===== src/rtl/stopwatch_ctrl_if.sv =====
// Button and display-side signals of the stopwatch front end.
// The testbench/board side uses master, stopwatch_ctrl uses slave.
interface stopwatch_ctrl_if #(
  parameter int WIDTH = 20
);
  logic [2:0]       key_n;
  logic             run;
  logic             tick;
  logic [WIDTH-1:0] ms_count;
  logic [WIDTH-1:0] disp_count;
  logic             lap_active;

  modport master (
    output key_n,
    input  run, tick, ms_count, disp_count, lap_active
  );

  modport slave (
    input  key_n,
    output run, tick, ms_count, disp_count, lap_active
  );
endinterface


===== src/rtl/stopwatch_ctrl.sv =====
// Stopwatch front end: key sync/debounce, IDLE/RUNNING/STOPPED FSM, 1 ms prescaler, ms counter.
// Optional lap-freeze display feature is built when macro LAP_EN is defined.
module stopwatch_ctrl #(
  parameter int DEBOUNCE_CYCLES = 500000,
  parameter int TICK_DIV        = 50000,
  parameter int WIDTH           = 20,
  parameter int MAX_COUNT       = 999999
) (
  input logic             clk,
  input logic             reset,
  stopwatch_ctrl_if.slave bus
);
  localparam int NUM_KEYS = 3;
  localparam int CW = (DEBOUNCE_CYCLES > 1) ? $clog2(DEBOUNCE_CYCLES) : 1;
  localparam int PW = (TICK_DIV > 1) ? $clog2(TICK_DIV) : 1;
  localparam logic [CW-1:0]    CNT_LAST = CW'(DEBOUNCE_CYCLES - 1);
  localparam logic [PW-1:0]    PRE_LAST = PW'(TICK_DIV - 1);
  localparam logic [WIDTH-1:0] MAX_V    = WIDTH'(MAX_COUNT);

  typedef enum logic [1:0] {IDLE = 2'd0, RUNNING = 2'd1, STOPPED = 2'd2} state_t;

  logic [NUM_KEYS-1:0]         key_raw;
  logic [NUM_KEYS-1:0][1:0]    sync;
  logic [NUM_KEYS-1:0]         stable;
  logic [NUM_KEYS-1:0]         stable_d;
  logic [NUM_KEYS-1:0]         press;
  logic [NUM_KEYS-1:0][CW-1:0] cnt;

  assign key_raw = bus.key_n;

  // Per key: 2-flop sync, then accept a level only after it held for DEBOUNCE_CYCLES.
  // press fires one cycle after stable falls, so a held key gives exactly one event.
  always_ff @(posedge clk) begin
    if (reset) begin
      sync     <= '1;
      stable   <= '1;
      stable_d <= '1;
      press    <= '0;
      cnt      <= '0;
    end else begin
      for (int i = 0; i < NUM_KEYS; i++) begin
        sync[i]     <= {sync[i][0], key_raw[i]};
        stable_d[i] <= stable[i];
        press[i]    <= stable_d[i] & ~stable[i];
        if (sync[i][1] != stable[i]) begin
          if (cnt[i] == CNT_LAST) begin
            stable[i] <= sync[i][1];
            cnt[i]    <= '0;
          end else begin
            cnt[i] <= cnt[i] + 1'b1;
          end
        end else begin
          cnt[i] <= '0;
        end
      end
    end
  end

  state_t           state;
  logic             run_q;
  logic [PW-1:0]    pre;
  logic [WIDTH-1:0] ms;
  logic             tick_w;
  logic             start_ev, stop_ev, clear_ev;
  logic             stop_acc, start_acc, clear_acc;

  assign start_ev = press[0];
  assign stop_ev  = press[1];
  assign clear_ev = press[2];

  // Priority stop > start > clear; a lower event in the same cycle is dropped.
  assign stop_acc  = stop_ev && (state == RUNNING);
  assign start_acc = !stop_ev && start_ev && (state != RUNNING);
  assign clear_acc = !stop_ev && !start_ev && clear_ev;

  assign tick_w = run_q && (pre == PRE_LAST);

  always_ff @(posedge clk) begin
    if (reset) begin
      state <= IDLE;
      run_q <= 1'b0;
      pre   <= '0;
      ms    <= '0;
    end else begin
      if (tick_w) begin
        pre <= '0;
        ms  <= (ms == MAX_V) ? '0 : ms + 1'b1;
      end else if (run_q) begin
        pre <= pre + 1'b1;
      end else begin
        pre <= '0;
      end

      case (state)
        IDLE: begin
          if (start_acc) begin
            state <= RUNNING;
            run_q <= 1'b1;
          end
        end
        RUNNING: begin
          if (stop_acc) begin
            state <= STOPPED;
            run_q <= 1'b0;
          end
        end
        STOPPED: begin
          if (start_acc) begin
            state <= RUNNING;
            run_q <= 1'b1;
          end else if (clear_acc) begin
            state <= IDLE;
            ms    <= '0;
          end
        end
        default: begin
          state <= IDLE;
          run_q <= 1'b0;
        end
      endcase
    end
  end

  assign bus.run      = run_q;
  assign bus.tick     = tick_w;
  assign bus.ms_count = ms;

`ifdef LAP_EN
  logic             lap_q;
  logic [WIDTH-1:0] lap_reg;
  logic             lap_toggle;
  logic             lap_kill;

  assign lap_toggle = clear_acc && (state == RUNNING);
  assign lap_kill   = stop_acc || (clear_acc && (state == STOPPED));

  // Captured ms is the pre-increment value when a tick lands on the same edge.
  always_ff @(posedge clk) begin
    if (reset) begin
      lap_q   <= 1'b0;
      lap_reg <= '0;
    end else if (lap_kill) begin
      lap_q <= 1'b0;
    end else if (lap_toggle) begin
      lap_q <= ~lap_q;
      if (!lap_q) lap_reg <= ms;
    end
  end

  assign bus.lap_active = lap_q;
  assign bus.disp_count = lap_q ? lap_reg : ms;
`else
  assign bus.lap_active = 1'b0;
  assign bus.disp_count = ms;
`endif
endmodule


===== src/flat_wrapper.sv =====
// flat-port wrapper written by rule: the top's interface ports become plain ports
module stopwatch_ctrl_flat 
#(
  parameter int DEBOUNCE_CYCLES = 500000,
  parameter int TICK_DIV        = 50000,
  parameter int WIDTH           = 20,
  parameter int MAX_COUNT       = 999999
)
  (clk, reset, bus_key_n, bus_run, bus_tick, bus_ms_count, bus_disp_count, bus_lap_active);
  stopwatch_ctrl_if #(.WIDTH(WIDTH)) bus_i ();
  input logic clk;
  input logic reset;
  input wire logic [$bits(bus_i.key_n)-1:0] bus_key_n;
  output wire logic [$bits(bus_i.run)-1:0] bus_run;
  output wire logic [$bits(bus_i.tick)-1:0] bus_tick;
  output wire logic [$bits(bus_i.ms_count)-1:0] bus_ms_count;
  output wire logic [$bits(bus_i.disp_count)-1:0] bus_disp_count;
  output wire logic [$bits(bus_i.lap_active)-1:0] bus_lap_active;
  assign bus_i.key_n = bus_key_n;
  assign bus_run = bus_i.run;
  assign bus_tick = bus_i.tick;
  assign bus_ms_count = bus_i.ms_count;
  assign bus_disp_count = bus_i.disp_count;
  assign bus_lap_active = bus_i.lap_active;
  stopwatch_ctrl #(.DEBOUNCE_CYCLES(DEBOUNCE_CYCLES), .TICK_DIV(TICK_DIV), .WIDTH(WIDTH), .MAX_COUNT(MAX_COUNT)) u_core (.clk(clk), .reset(reset), .bus(bus_i));
endmodule

===== config.mk =====
export PLATFORM = sky130hd
export DESIGN_NAME = stopwatch_ctrl_flat
export DESIGN_NICKNAME = d
export VERILOG_FILES = /design/src/rtl/stopwatch_ctrl_if.sv /design/src/rtl/stopwatch_ctrl.sv /design/src/flat_wrapper.sv
export SDC_FILE = /design/constraint.sdc
export NUM_CORES = 1
export LEC_CHECK = 0
export ABC_AREA = 1
export ABC_CLOCK_PERIOD_IN_PS = 3300
export CORE_ASPECT_RATIO = 1.25
export CORE_UTILIZATION = 55
export DETAILED_ROUTE_END_ITERATION = 10
export PLACE_DENSITY = 0.76
export SYNTH_ARGS = -nofsm -noshare
export SYNTH_HDL_FRONTEND = slang
export SYNTH_SLANG_ARGS = --single-unit

===== constraint.sdc =====
create_clock -name clk -period 3.3 [get_ports clk]
set_input_delay 0.495 -clock clk [delete_from_list [all_inputs] [get_ports clk]]
set_output_delay 0.495 -clock clk [all_outputs]
set_load 0.03 [all_outputs]

After elaboration in Yosys (flattened, before gate mapping)
Index checks and enable logic that the tools add are counted.
W data, S select, Z words.
{"block": "totals", "register_bits": 111, "in_bits": 5, "output_inout_bits": 43}
{"block": "op_classes", "add_sub_neg": 5, "eq_ne": 15, "mux": 13, "n_bitwise": 10, "n_reduce_logical": 19}
{"operator": "$mux W20", "count": 5}
{"operator": "$add A19 B1 Y19 const B", "count": 3}
{"operator": "$eq A19 B19 Y1 const B", "count": 3}
{"operator": "$add A20 B1 Y20 const B", "count": 1}
{"operator": "$eq A20 B20 Y1 const B", "count": 1}
{"operator": "$add A16 B1 Y16 const B", "count": 1}
{"operator": "$eq A16 B16 Y1 const B", "count": 1}
{"operator": "$reduce_or A3 Y1", "count": 4}
{"operator": "$mux W2", "count": 4}
{"operator": "$ne A2 B1 Y1 const B", "count": 4}
{"operator": "$reduce_and A2 Y1", "count": 4}
{"operator": "$not A1 Y1", "count": 7}
{"operator": "$logic_and A1 B1 Y1", "count": 6}
{"operator": "$pmux W2 S3", "count": 1}
{"operator": "$and A1 B1 Y1", "count": 3}
{"operator": "$ne A1 B1 Y1", "count": 3}
{"operator": "$ne A3 B1 Y1 const B", "count": 1}
{"operator": "$reduce_and A3 Y1", "count": 1}
{"operator": "$eq A2 B1 Y1 const B", "count": 1}
{"operator": "$eq A2 B2 Y1 const B", "count": 1}
{"operator": "$logic_not A1 Y1", "count": 2}
{"operator": "$logic_not A2 Y1", "count": 1}
{"operator": "$mux W1", "count": 2}
{"operator": "$pmux W1 S2", "count": 1}
{"operator": "$reduce_or A2 Y1", "count": 1}

Depth between registers and ports, before layout
Gate-level depths: netlist (run 1).
{"block": "logic_depth", "word_depth": 6, "ltp_mapped": 12, "ltp_nobuf": 11}

Worst setup path before layout (run 1)
OpenSTA, ideal clock, no wires.
{"block": "synth_timing", "path_kind": "reg-to-reg", "start": "register u_core.ms[0], in the netlist u_core.bus.disp_count[0]", "end": "register u_core.ms[13], in the netlist u_core.bus.disp_count[13]", "setup_ns": 0.115, "arrival_ns": 1.633, "required_time_ns": 3.185, "slack_ns": 1.552, "path_stages_with_launch": 9, "path_buffers": 0, "synth_period_minus_slack_ns": 1.748, "path_cell_list": "dfxtp_1 ha_1 nand2_1 nor3b_2 nand3_1 nor2_1 nor2_4 inv_4 nor2_1"}
{"block": "synth_between", "elab_chain_len": 6, "word_cells_on_any_way": 7}
{"element": "start, declared", "line_no": "stopwatch_ctrl.sv:62", "text": "logic [WIDTH-1:0] ms;"}
{"element": "start signal, assigned", "line_no": "stopwatch_ctrl.sv:87", "text": "ms <= (ms == MAX_V) ? '0 : ms + 1'b1;"}
{"element": "$add A20 B1 Y20 or $eq A20 B20 Y1 (tied branches)", "line_no": "stopwatch_ctrl.sv:87"}
{"element": "$mux W20 *", "line_no": "stopwatch_ctrl.sv:87"}
{"element": "$mux W20 *", "line_no": "stopwatch_ctrl.sv:85", "text": "if (tick_w) begin"}
{"element": "$mux W20", "line_no": "stopwatch_ctrl.sv:111", "text": "end else if (clear_acc) begin"}
{"element": "$mux W20", "line_no": "stopwatch_ctrl.sv:108", "text": "if (start_acc) begin"}
{"element": "$mux W20 *", "line_no": "stopwatch_ctrl.sv:94", "text": "case (state)"}
Mark *: on every way between the ends. The rest lies on a longest branch, timed or not.
A chain may end at the register's enable or synchronous reset.

Final worst setup path (run 1)
{"block": "layout_timing", "start": "register u_core.pre[0]", "end": "output bus_tick"}
{"block": "layout_between", "elab_chain_len": 2}
{"element": "start, declared", "line_no": "stopwatch_ctrl.sv:61", "text": "logic [PW-1:0] pre;"}
{"element": "start signal, assigned", "line_no": "stopwatch_ctrl.sv:89", "text": "pre <= pre + 1'b1;"}
{"element": "$eq A16 B16 Y1", "line_no": "stopwatch_ctrl.sv:76", "text": "assign tick_w = run_q && (pre == PRE_LAST);"}
{"element": "$logic_and A1 B1 Y1", "line_no": "stopwatch_ctrl.sv:76"}
{"element": "end, declared", "line_no": "flat_wrapper.sv:15", "text": "output wire logic [$bits(bus_i.tick)-1:0] bus_tick;"}
Every way passes these cells.

==> run_summary.xml, run 1 <==
<?xml version="1.0" encoding="UTF-8"?>
<metrics>
  <group name="yosys">
    <metric name="synth-xor-area-share" unit="%">5.34</metric>
    <metric name="ys_top_cells_by_area" unit="">dfxtp_1 40%, nand2_1 11%, nor2_1 10%, inv_1 6.3%, xor2_1 4.7%</metric>
    <metric name="netlist.top_cell.by_area" unit="">dfxtp_1</metric>
    <metric name="synthesis.instances" unit="">795</metric>
    <metric name="yosys_most_used_dff" unit="">dfxtp_1</metric>
    <metric name="synth_fa_ha_area_share" unit="%">1.12</metric>
    <metric name="synthesis.nets" unit="">805</metric>
    <metric name="syn_area_per_cell" unit="sq um">7.01</metric>
    <metric name="post_synth_mux_area_share" unit="%">0</metric>
    <metric name="synth_seq_area_share" unit="%">39.9</metric>
    <metric name="main_combinational_cell_family_by_area_after_synthesis" unit="">simple AND/OR/NAND/NOR gates</metric>
    <metric name="post_synth_most_frequent_cells" unit="">157 x nand2_1, 154 x nor2_1, 111 x dfxtp_1, 93 x inv_1, 49 x nand3_1</metric>
    <metric name="synth-simple-area-share" unit="%">38.4</metric>
    <metric name="post-synth-top-count-cell" unit="">nand2_1</metric>
    <metric name="synthDominantCellAreaShare" unit="%">39.9</metric>
    <metric name="fraction_of_the_mapped_netlist_area_in_compound_gates" unit="%">4.56</metric>
    <metric name="synth-warning-count" unit="">0</metric>
    <metric name="syn_area" unit="sq um">5580</metric>
    <metric name="postSynth.asyncResetShare" unit="%">0</metric>
    <metric name="netlist-cell-type-count" unit="">39</metric>
    <metric name="ys_seq_elements" unit="">111</metric>
    <metric name="synth_edf_count" unit="">0</metric>
  </group>
  <group name="sta">
    <metric name="grt_setup_unrepaired" unit="">no</metric>
    <metric name="hold_slack" unit="ns">0.411</metric>
    <metric name="post-route-period-util" unit="%">83.4</metric>
    <metric name="timing_worst_slew_pin_value" unit="ns">0.665</metric>
    <metric name="hold_violations" unit="">0</metric>
    <metric name="setup_violating_endpoint_count_in_the_final_report" unit="">0</metric>
    <metric name="maxSlewHeadroom" unit="%">55.7</metric>
    <metric name="finalWorstPathRequiredPeriod" unit="ns">2.75</metric>
    <metric name="max_slew_violation_total_from_the_final_report" unit="">0</metric>
    <metric name="max_freq" unit="GHz">0.363</metric>
    <metric name="finalClockSkew" unit="ns">0.00782</metric>
    <metric name="final.setup.tns" unit="ns">0</metric>
  </group>
  <group name="finish">
    <metric name="register_area" unit="sq um">2220</metric>
    <metric name="nNetsFinal" unit="">835</metric>
    <metric name="drive_gt1_share" unit="%">7.72</metric>
    <metric name="diode_insertion_count_for_antenna_repair" unit="">0</metric>
    <metric name="nFillCells" unit="">862</metric>
    <metric name="multi_input_comb_area" unit="sq um">2760</metric>
    <metric name="layout.cells.non_filler" unit="">955</metric>
    <metric name="area.growth.synth_to_final" unit="%">13.5</metric>
  </group>
  <group name="global_route">
    <metric name="grt_antenna_before_repair" unit="">0</metric>
    <metric name="global_route.usage.total" unit="%">22.1</metric>
    <metric name="number_of_global_route_vias_before_repair" unit="">4780</metric>
    <metric name="globalRoute.totalOverflow" unit="">0</metric>
    <metric name="first_pass_grt_wire_length" unit="um">19100</metric>
    <metric name="grt_start_max_net_pins" unit="">18</metric>
  </group>
  <group name="placed_design">
    <metric name="gp_routability_congestion" unit="">0.861</metric>
    <metric name="numPlacedInstances" unit="">940</metric>
    <metric name="place.port_buffers" unit="">46</metric>
    <metric name="detailedPlacementHpwl" unit="um">8260</metric>
  </group>
  <group name="clock_network">
    <metric name="htree_num_levels" unit="">3</metric>
    <metric name="cts.path.max_buffers" unit="">2</metric>
    <metric name="post_cts_buffers" unit="">0</metric>
    <metric name="numClockSinks" unit="">111</metric>
    <metric name="cts_hold_repair.buffers" unit="">0</metric>
    <metric name="clock_tree.root_cell" unit="">clkbuf_16</metric>
    <metric name="clk_latency" unit="ns">0.34</metric>
    <metric name="tritoncts" unit="">yes</metric>
    <metric name="clk_pin_slew_worst_paths" unit="ns">0.07</metric>
    <metric name="cts_inserted_buffers" unit="">9</metric>
    <metric name="cts.repair.resized" unit="">0</metric>
  </group>
  <group name="worst_setup_path">
    <metric name="critical_path_required" unit="ns">2.80</metric>
    <metric name="cp_slowest_stage_delay" unit="ns">0.72</metric>
    <metric name="critical_path_arrival" unit="ns">2.26</metric>
    <metric name="r2r_setup_slack" unit="ns">1.39</metric>
    <metric name="path_cells" unit="">ha_1, nand2_1, inv_2, nand2_4, nor2_4, inv_2, nor2_8, clkdlybuf4s50_1</metric>
    <metric name="critPathKind" unit="">register to output port</metric>
    <metric name="worst_r2r_endpoint" unit="">u_core.cnt[8]</metric>
    <metric name="crit_path_end_kind" unit="">output port</metric>
    <metric name="reg2regPathDepth" unit="">6</metric>
    <metric name="critPathMostFrequentCell" unit="">inv_2</metric>
    <metric name="critical_path.max_fanout" unit="">16</metric>
    <metric name="rr_startpoint" unit="">u_core.cnt[0]</metric>
    <metric name="worstSetupStartpointType" unit="">register</metric>
    <metric name="slowest_stage" unit="">clkdlybuf4s50_1</metric>
  </group>
  <group name="hold_path">
    <metric name="holdPathEnd" unit="">u_core.press[2]</metric>
    <metric name="worstHoldPathCells" unit="">2</metric>
    <metric name="path_category_of_the_worst_min_delay_check" unit="">register to register</metric>
    <metric name="hp-start" unit="">u_core.stable_d[2]</metric>
  </group>
  <group name="route">
    <metric name="routed-via-count" unit="">4902</metric>
    <metric name="drcViolationCount" unit="">0</metric>
    <metric name="routed_via_density" unit="">5.13</metric>
    <metric name="drt-wirelength-per-cell" unit="um">11.5</metric>
    <metric name="drt_iter0_drc" unit="">232</metric>
    <metric name="route.final.wire_length" unit="um">11000</metric>
    <metric name="route.antenna.remaining_nets" unit="">0</metric>
    <metric name="dr.pass1.iters" unit="">4</metric>
  </group>
  <group name="power_and_ir_drop">
    <metric name="power.share.clock" unit="%">46.2</metric>
    <metric name="comb_power_share" unit="%">1.2</metric>
    <metric name="internal_power_of_the_cells" unit="mW">2.08</metric>
    <metric name="vdd_drop_max" unit="mV">0.261</metric>
    <metric name="pwr_density_cell" unit="nW/um^2">404</metric>
    <metric name="power.static_leakage" unit="nW">2.28</metric>
    <metric name="share_seq_of_total_power" unit="%">52.6</metric>
    <metric name="switching_power" unit="uW">481</metric>
    <metric name="switching_share" unit="%">18.8</metric>
    <metric name="finalPower" unit="mW">2.56</metric>
  </group>
  <group name="die">
    <metric name="core_region_area" unit="sq um">9710</metric>
    <metric name="die_width" unit="um">92.1</metric>
    <metric name="rows" unit="">40</metric>
    <metric name="number_of_primary_i_o_pins" unit="">48</metric>
    <metric name="starting_density_of_the_core" unit="%">57.4</metric>
    <metric name="floorplan.die_area" unit="sq um">10500</metric>
    <metric name="die_h" unit="um">115</metric>
  </group>
  <group name="job">
    <metric name="drv.max_cap_violation_count" unit="">0</metric>
  </group>
  <group name="status">
    <metric name="outcome" unit="">completed</metric>
  </group>
</metrics>
==> critical path: cells and delay by family (launching register included) <==
family                     cells  cell delay, ns
buffers and inverters          3            0.88
and+or+nand+nor                4            0.49
DFF                            1            0.36
adders and majority gates      1            0.17
==> routing by layer <==
layer | track usage [%] | vias up | part of all wire, %
met5 | 0 | - | 0
met4 | 11.0 | 0 | 2.0
met3 | 3.92 | 20 | 2.7
met2 | 42.4 | 79 | 52
met1 | 22.9 | 2258 | 43
li1 | - | 2545 | -
==> power groups by stage <==
stage	Sequential, mW	Clock (mW)	Combinational, mW
6_report	1.35	1.18	0.0313
3_3_place_gp	1.38	0	0.0307
3_5_place_dp	1.38	0	0.0316
2_1_floorplan	1.38	0	0.0216
5_1_grt	1.35	1.26	0.0349
4_1_cts	1.35	1.21	0.0316
==> layout make-up <==
cell class                 count  area share, %
clock buffer                  12           4.21
clock inverter                 3           1.03
inverter                     103           6.15
multi-input combinational    553           43.6
sequential                   111           35.1
tap                          126           2.49
timing repair buffer          47           7.39
==> how the worst max path moves through the flow <==
stage	endpoint	slack [ns]	startpoint
2_1_floorplan	u_core.bus.disp_count[13]	1.55	u_core.bus.disp_count[0]
3_3_place_gp	bus_tick	0.94	u_core.pre[0]
3_5_place_dp	bus_tick	0.91	u_core.pre[0]
4_1_cts	bus_tick	0.53	u_core.pre[0]
5_1_grt	bus_tick	0.43	u_core.pre[0]
6_report	bus_tick	0.55	u_core.pre[0]
==> registers in the layout (all words and copies together), names as in the netlist <==
signal / count
u_core.cnt: 57
u_core.sync: 6
u_core.stable_d: 3
u_core.bus.run: 1
u_core.state: 2
u_core.bus.disp_count: 20
u_core.pre: 16
u_core.press: 3
u_core.stable: 3
==> cells in the final DEF (no fill, tap or decap), drive strengths merged, types with 3 or more instances in the layout <==
cell type	instances
nor3b	5
or2	20
inv	102
nand4	28
clkdlybuf4s50	46
nand2	158
nor2	164
nor3	31
xor2	30
clkbuf	12
xnor2	4
o21ai	13
a21oi	28
ha	5
nand3	56
o21a	3
dfxtp	111
==> through the flow <==
step / worst slack [ns] / util [%] / area (sq um)
6_report: 0.547 / 65.2 / 6330
5_1_grt: 0.429 / 65.2 / 6330
4_1_cts: 0.529 / 65.2 / 6330
3_5_place_dp: 0.907 / 61.8 / 6000
3_3_place_gp: 0.943 / 61.8 / 6000
2_1_floorplan: 1.55 / - / 5580
==> cell families after synthesis <==
logic type,Yosys count
AND/OR/NAND/NOR,466
buffers and inverters,131
flip-flops,111
AO/OA/AOI/OAI,47
XOR/XNOR,34
adder cells (fa/ha/maj),5
other,1
(Power assumes the default switching activity.)
==> run 2: changes to the inputs <==
--- a/config.mk
+++ b/config.mk
@@ -6,9 +6,9 @@
 export NUM_CORES = 1
 export LEC_CHECK = 0
 export ABC_AREA = 1
-export ABC_CLOCK_PERIOD_IN_PS = 3300
+export ABC_CLOCK_PERIOD_IN_PS = 2450
 export CORE_ASPECT_RATIO = 1.25
-export CORE_UTILIZATION = 55
+export CORE_UTILIZATION = 52
 export DETAILED_ROUTE_END_ITERATION = 10
 export PLACE_DENSITY = 0.76
 export SYNTH_ARGS = -nofsm -noshare
==> constraint.sdc (replaced) <==
create_clock -name clk -period 2.45 [get_ports clk]
set_input_delay 0.3675 -clock clk [delete_from_list [all_inputs] [get_ports clk]]
set_output_delay 0.3675 -clock clk [all_outputs]
set_load 0.03 [all_outputs]
==> run 2 against run 1 <==
Hold slack gained 0.0017 ns; critical path depth unchanged; non-clock buffer count is 1 higher; sequential share of layout area increased by 0.23 points; wire length down 4.0%; critical path type unchanged.
==> run_summary.xml, run 2 (synthesized netlist as in run 1, its figures left out) <==
<?xml version="1.0" encoding="UTF-8"?>
<metrics>
  <group name="status">
    <metric name="outcome" unit="">completed</metric>
  </group>
  <group name="worst_setup_path">
    <metric name="critPathKind" unit="">register to output port</metric>
    <metric name="crit_path_end_kind" unit="">output port</metric>
    <metric name="worstSetupStartpointType" unit="">register</metric>
    <metric name="critical_path.startpoint" unit="">u_core.pre[0]</metric>
    <metric name="reg2regPathDepth" unit="">6</metric>
    <metric name="critical_path_arrival" unit="ns">1.82</metric>
    <metric name="rr_startpoint" unit="">u_core.cnt[0]</metric>
    <metric name="critical_path_required" unit="ns">2.08</metric>
    <metric name="worst_r2r_endpoint" unit="">u_core.cnt[11]</metric>
    <metric name="critical_path.max_fanout" unit="">4</metric>
    <metric name="r2r_setup_slack" unit="ns">0.65</metric>
  </group>
  <group name="die">
    <metric name="die_width" unit="um">94.6</metric>
    <metric name="rows" unit="">41</metric>
    <metric name="number_of_primary_i_o_pins" unit="">48</metric>
    <metric name="die_h" unit="um">118</metric>
    <metric name="starting_density_of_the_core" unit="%">54.3</metric>
    <metric name="floorplan.die_area" unit="sq um">11100</metric>
    <metric name="core_region_area" unit="sq um">10300</metric>
  </group>
  <group name="route">
    <metric name="route.antenna.remaining_nets" unit="">0</metric>
    <metric name="drt_iter0_drc" unit="">166</metric>
    <metric name="route.final.wire_length" unit="um">10600</metric>
    <metric name="dr.pass1.iters" unit="">4</metric>
    <metric name="drcViolationCount" unit="">0</metric>
    <metric name="routed_via_density" unit="">5.05</metric>
    <metric name="routed-via-count" unit="">4849</metric>
    <metric name="drt-wirelength-per-cell" unit="um">11.0</metric>
  </group>
  <group name="power_and_ir_drop">
    <metric name="vdd_drop_max" unit="mV">0.305</metric>
    <metric name="pwr_density_cell" unit="nW/um^2">514</metric>
    <metric name="power.static_leakage" unit="nW">2.26</metric>
  </group>
  <group name="clock_network">
    <metric name="cts.repair.resized" unit="">1</metric>
    <metric name="clk_latency" unit="ns">0.35</metric>
    <metric name="cts.path.max_buffers" unit="">2</metric>
    <metric name="numClockSinks" unit="">111</metric>
    <metric name="htree_num_levels" unit="">3</metric>
    <metric name="tritoncts" unit="">yes</metric>
    <metric name="cts_hold_repair.buffers" unit="">0</metric>
    <metric name="clk_pin_slew_worst_paths" unit="ns">0.07</metric>
    <metric name="post_cts_buffers" unit="">0</metric>
    <metric name="cts_inserted_buffers" unit="">9</metric>
    <metric name="clock_tree.root_cell" unit="">clkbuf_16</metric>
  </group>
  <group name="global_route">
    <metric name="first_pass_grt_wire_length" unit="um">17700</metric>
    <metric name="grt_start_max_net_pins" unit="">20</metric>
    <metric name="globalRoute.totalOverflow" unit="">0</metric>
    <metric name="global_route.usage.total" unit="%">19.3</metric>
    <metric name="grt_antenna_before_repair" unit="">0</metric>
    <metric name="number_of_global_route_vias_before_repair" unit="">4285</metric>
  </group>
  <group name="finish">
    <metric name="number_of_flip_flops_under_the_largest_register_name" unit="">57</metric>
    <metric name="diode_insertion_count_for_antenna_repair" unit="">0</metric>
    <metric name="layout.cells.non_filler" unit="">960</metric>
    <metric name="area.growth.synth_to_final" unit="%">12.8</metric>
    <metric name="nNetsFinal" unit="">836</metric>
    <metric name="most_common_library_cell_in_the_layout_ignoring_fill_and_taps" unit="">nand2_1</metric>
    <metric name="drive_gt1_share" unit="%">7.94</metric>
    <metric name="multi_input_comb_area" unit="sq um">2760</metric>
    <metric name="register_area" unit="sq um">2220</metric>
    <metric name="layout_common_cells" unit="">157 x nand2_1, 154 x nor2_1, 111 x dfxtp_1</metric>
    <metric name="largest_register" unit="">u_core.cnt</metric>
    <metric name="nFillCells" unit="">980</metric>
  </group>
  <group name="sta">
    <metric name="setup_violating_endpoint_count_in_the_final_report" unit="">0</metric>
    <metric name="finalClockSkew" unit="ns">0.00787</metric>
    <metric name="max_freq" unit="GHz">0.456</metric>
    <metric name="timing_worst_slew_pin_value" unit="ns">0.625</metric>
    <metric name="maxSlewHeadroom" unit="%">58.3</metric>
    <metric name="finalWorstPathRequiredPeriod" unit="ns">2.19</metric>
    <metric name="post-route-period-util" unit="%">89.5</metric>
    <metric name="final.setup.tns" unit="ns">0</metric>
    <metric name="hold_violations" unit="">0</metric>
    <metric name="max_slew_violation_total_from_the_final_report" unit="">0</metric>
    <metric name="grt_setup_unrepaired" unit="">no</metric>
  </group>
  <group name="placed_design">
    <metric name="gp_routability_congestion" unit="">0.847</metric>
    <metric name="place.port_buffers" unit="">46</metric>
    <metric name="numPlacedInstances" unit="">944</metric>
    <metric name="detailedPlacementHpwl" unit="um">8030</metric>
  </group>
  <group name="job">
    <metric name="drv.max_cap_violation_count" unit="">0</metric>
  </group>
  <group name="hold_path">
    <metric name="path_category_of_the_worst_min_delay_check" unit="">register to register</metric>
    <metric name="holdPathEnd" unit="">u_core.sync[1]</metric>
    <metric name="worstHoldPathCells" unit="">1</metric>
    <metric name="hp-start" unit="">u_core.sync[0]</metric>
  </group>
</metrics>
run 2: cell types whose count changed in the layout (fill, tap and decap cells not counted):
cell             previous run  this run
clkbuf_8                    3         0
inv_6                       0         3
bufinv_16                   2         0
clkinvlp_4                  0         2
buf_4                       1         2
clkdlybuf4s50_1            46        45
clkinv_4                    0         1
dlygate4sd2_1               0         1
run 2: power by group:
group | leakage, nW | internal, mW | switching [mW]
Clock | 0.133 | 0.701 | 0.676
Combinational | 1.23 | 0.0153 | 0.0268
Sequential | 0.896 | 1.81 | 0.00340
Total | 2.26 | 2.52 | 0.707
run 2: area by class of cell:
type / instances / share of cell area (%)
clock buffers: 9 / 3.58
clock inverters: 7 / 0.876
inverters: 103 / 6.19
multi-input cells: 553 / 43.9
flip-flops and latches: 111 / 35.3
well taps: 129 / 2.57
repair buffers: 48 / 7.54
run 2: how the worst max path moves through the flow:
stage / to / slack [ns] / cells after the start
5_1_grt: bus_tick / 0.16 / 8
2_1_floorplan: u_core.bus.disp_count[13] / 0.70 / 8
3_3_place_gp: bus_tick / 0.41 / 8
3_5_place_dp: bus_tick / 0.35 / 8
6_report: bus_tick / 0.26 / 8
4_1_cts: bus_tick / 0.23 / 8
run 2: routing by layer:
| metal | track usage, % | vias up | wire length, um |
|---|---|---|---|
| met3 | 3.10 | 15 | 359 |
| li1 | - | 2541 | - |
| met4 | 6.63 | 0 | 163 |
| met2 | 34.7 | 85 | 5420 |
| met1 | 22.7 | 2208 | 4640 |
| met5 | 0 | - | 0 |
run 2: metrics by stage:
step	utilization [%]	hold WS, ns	instance area [sq um]	power, mW	setup WS [ns]
CTS	61.3	0.413	6290	3.27	0.230
finish	61.3	0.412	6290	3.23	0.258
floorplan	-	0.389	5580	1.88	0.702
global placement	58.6	0.391	6010	1.90	0.415
detailed placement	58.6	0.396	6010	1.90	0.354
global route	61.3	0.422	6290	3.34	0.157
run 2: worst max-delay path: stages, from the launching register on:
cell           delay, ns
dfxtp_1             0.36
ha_1                0.19
nand2_1             0.10
inv_2               0.09
nand2_4             0.06
nor2_4              0.11
inv_2               0.07
nor2_8              0.10
dlygate4sd2_1       0.40
==> run 3: changes to the inputs <==
--- a/config.mk
+++ b/config.mk
@@ -7,6 +7,7 @@
 export LEC_CHECK = 0
 export ABC_AREA = 1
 export ABC_CLOCK_PERIOD_IN_PS = 2450
+export CAP_MARGIN = 20
 export CORE_ASPECT_RATIO = 1.25
 export CORE_UTILIZATION = 52
 export DETAILED_ROUTE_END_ITERATION = 10
==> results of run 3 <==
Same layout as run 2: the final DEF is identical, and so are final timing and power.
==> variant (settings of run 3) <==
Encoding of `state_t`: now one-hot (3 bits for 3 states).
--- a/src/rtl/stopwatch_ctrl.sv
+++ b/src/rtl/stopwatch_ctrl.sv
@@ -18,5 +18,5 @@
   localparam logic [WIDTH-1:0] MAX_V    = WIDTH'(MAX_COUNT);
 
-  typedef enum logic [1:0] {IDLE = 2'd0, RUNNING = 2'd1, STOPPED = 2'd2} state_t;
+  typedef enum logic [2:0] {IDLE = 3'b001, RUNNING = 3'b010, STOPPED = 3'b100} state_t;
 
   logic [NUM_KEYS-1:0]         key_raw;
Check against the original RTL: no difference found for any inputs over 10 cycles, from zero or initial values and one cycle with reset high; not proved beyond that.
==> variant against run 3 <==
- setup slack better by 0.19 ns
- synthesized cell count rose by 4.9%
- final area is 2.3% higher
- sequential cell count grew 1
- power rose by 0.82%
- via count increased by 2.6%
- routed wire length down 0.21%
- combinational power shrank 2%
- critical path depth decreased by 2
- synthesized area grew 2.2%
- utilization down 0.68 points
- critical path type unchanged
- largest power group unchanged
==> variant: results (changes against run 3) <==
Parameter                              Value

Run status
  Run status ... completed

Critical path
  Worst reg-to-reg path cell count ... 8 (+2)
  Arrival time at the worst endpoint ... 1.64 ns (-0.18 ns)
  Slowest cell on crit path ... sky130_fd_sc_hd__dfxtp_1
  Reg2Reg Capture Point ... u_core.cnt[21]$_SDFF_PP0_
  Launch point of the worst reg-to-reg path ... u_core.cnt[19]$_SDFF_PP0_
  Largest stage delay on the critical path ... 0.36 ns (-0.04 ns)

Synth
  Mean instance size in the synthesized netlist ... 6.84 µm² (-2.5%)
  Sequential-to-total area share from yosys stat ... 39.3% (-0.52 points)
  Post-synth cell types ... 38 (-2.6%)
  Cell types occupying the most area after synthesis ... sky130_fd_sc_hd__dfxtp_1, sky130_fd_sc_hd__nand2_1, sky130_fd_sc_hd__nor2_1, sky130_fd_sc_hd__inv_1, sky130_fd_sc_hd__nand3_1

Route
  Number of optimization iterations in the first detailed-route pass ... 5 (+1)
  Final Routed Wirelength ... 10,600 µm (-0.21%)

Place
  Area post-placement ... 6150 µm² (+2.4%)
  Detailed-placement wirelength estimate ... 7990 µm (-0.51%)

Cells and area
  Reg area ... 2240 µm² (+0.90%)
  Fraction of standard cell area that is sequential ... 34.9% (-0.49 points)
  Multi-input gates ... 578 (+4.5%)
  Non-clock buffering overhead ... 7.66% (+0.12 points)
  Logic inverters ... 117 (+14%)
  Share of post-route cells with drive strength above 1 ... 8.49% (+0.54 points)
  Layout net count ... 878 (+5.0%)
  Clock network area share ... 4.36% (-0.10 points)

Global route
  Wire length of the first global-routing pass ... 18,100 µm (+2.1%)
  Tot GR Track Use ... 19.7% (+0.38 points)
  Global-route track usage on met1 ... 23.3% (+0.64 points)
  Met3 track demand over resource ... 2.94% (-0.16 points)

Timing
  Worst hold-check slack ... 0.406 ns (-0.00639 ns)
  Post-route worst setup slack ... 0.447 ns (+0.189 ns)

Hold path
  Hold-critical path endpoint ... u_core.press[2]$_SDFF_PP0_
  Worst min-delay path startpoint ... u_core.stable_d[2]$_SDFF_PP1_

Power
  Maximum vdd drop ... 294 µV (-3.6%)
  LEAKAGE ... 2.41 nW (+6.9%)

Die
  Core Area ... 10,600 µm² (+3.5%)
[variant: cell families (layout without fill, tap and decap cells)]
group | count (synthesis) | count (layout) | share of synthesized area, %
buf+inv | 144 | 182 | 11.3
flops | 112 | 112 | 39.3
compound gates | 61 | 61 | 5.68
fa+ha+maj | 5 | 5 | 1.10
simple gates | 488 | 488 | 39.0
other cells | 1 | 1 | 0.0658
xor+xnor | 23 | 23 | 3.53
[variant: metal layers]
layer  up-vias  wire length [µm]
li1       2683                 -
met1      2193              4910
met2        83              5130
met3        14               316
met4         0               204
met5         -                 0
[variant: power by group through the flow]
stage	Combinational, mW	Sequential, mW	Clock (mW)
floorplan	0.0278	1.87	0
detailed placement	0.0424	1.87	0
finish	0.0414	1.83	1.39
CTS	0.0425	1.83	1.43
global route	0.0466	1.83	1.49
global placement	0.0421	1.87	0
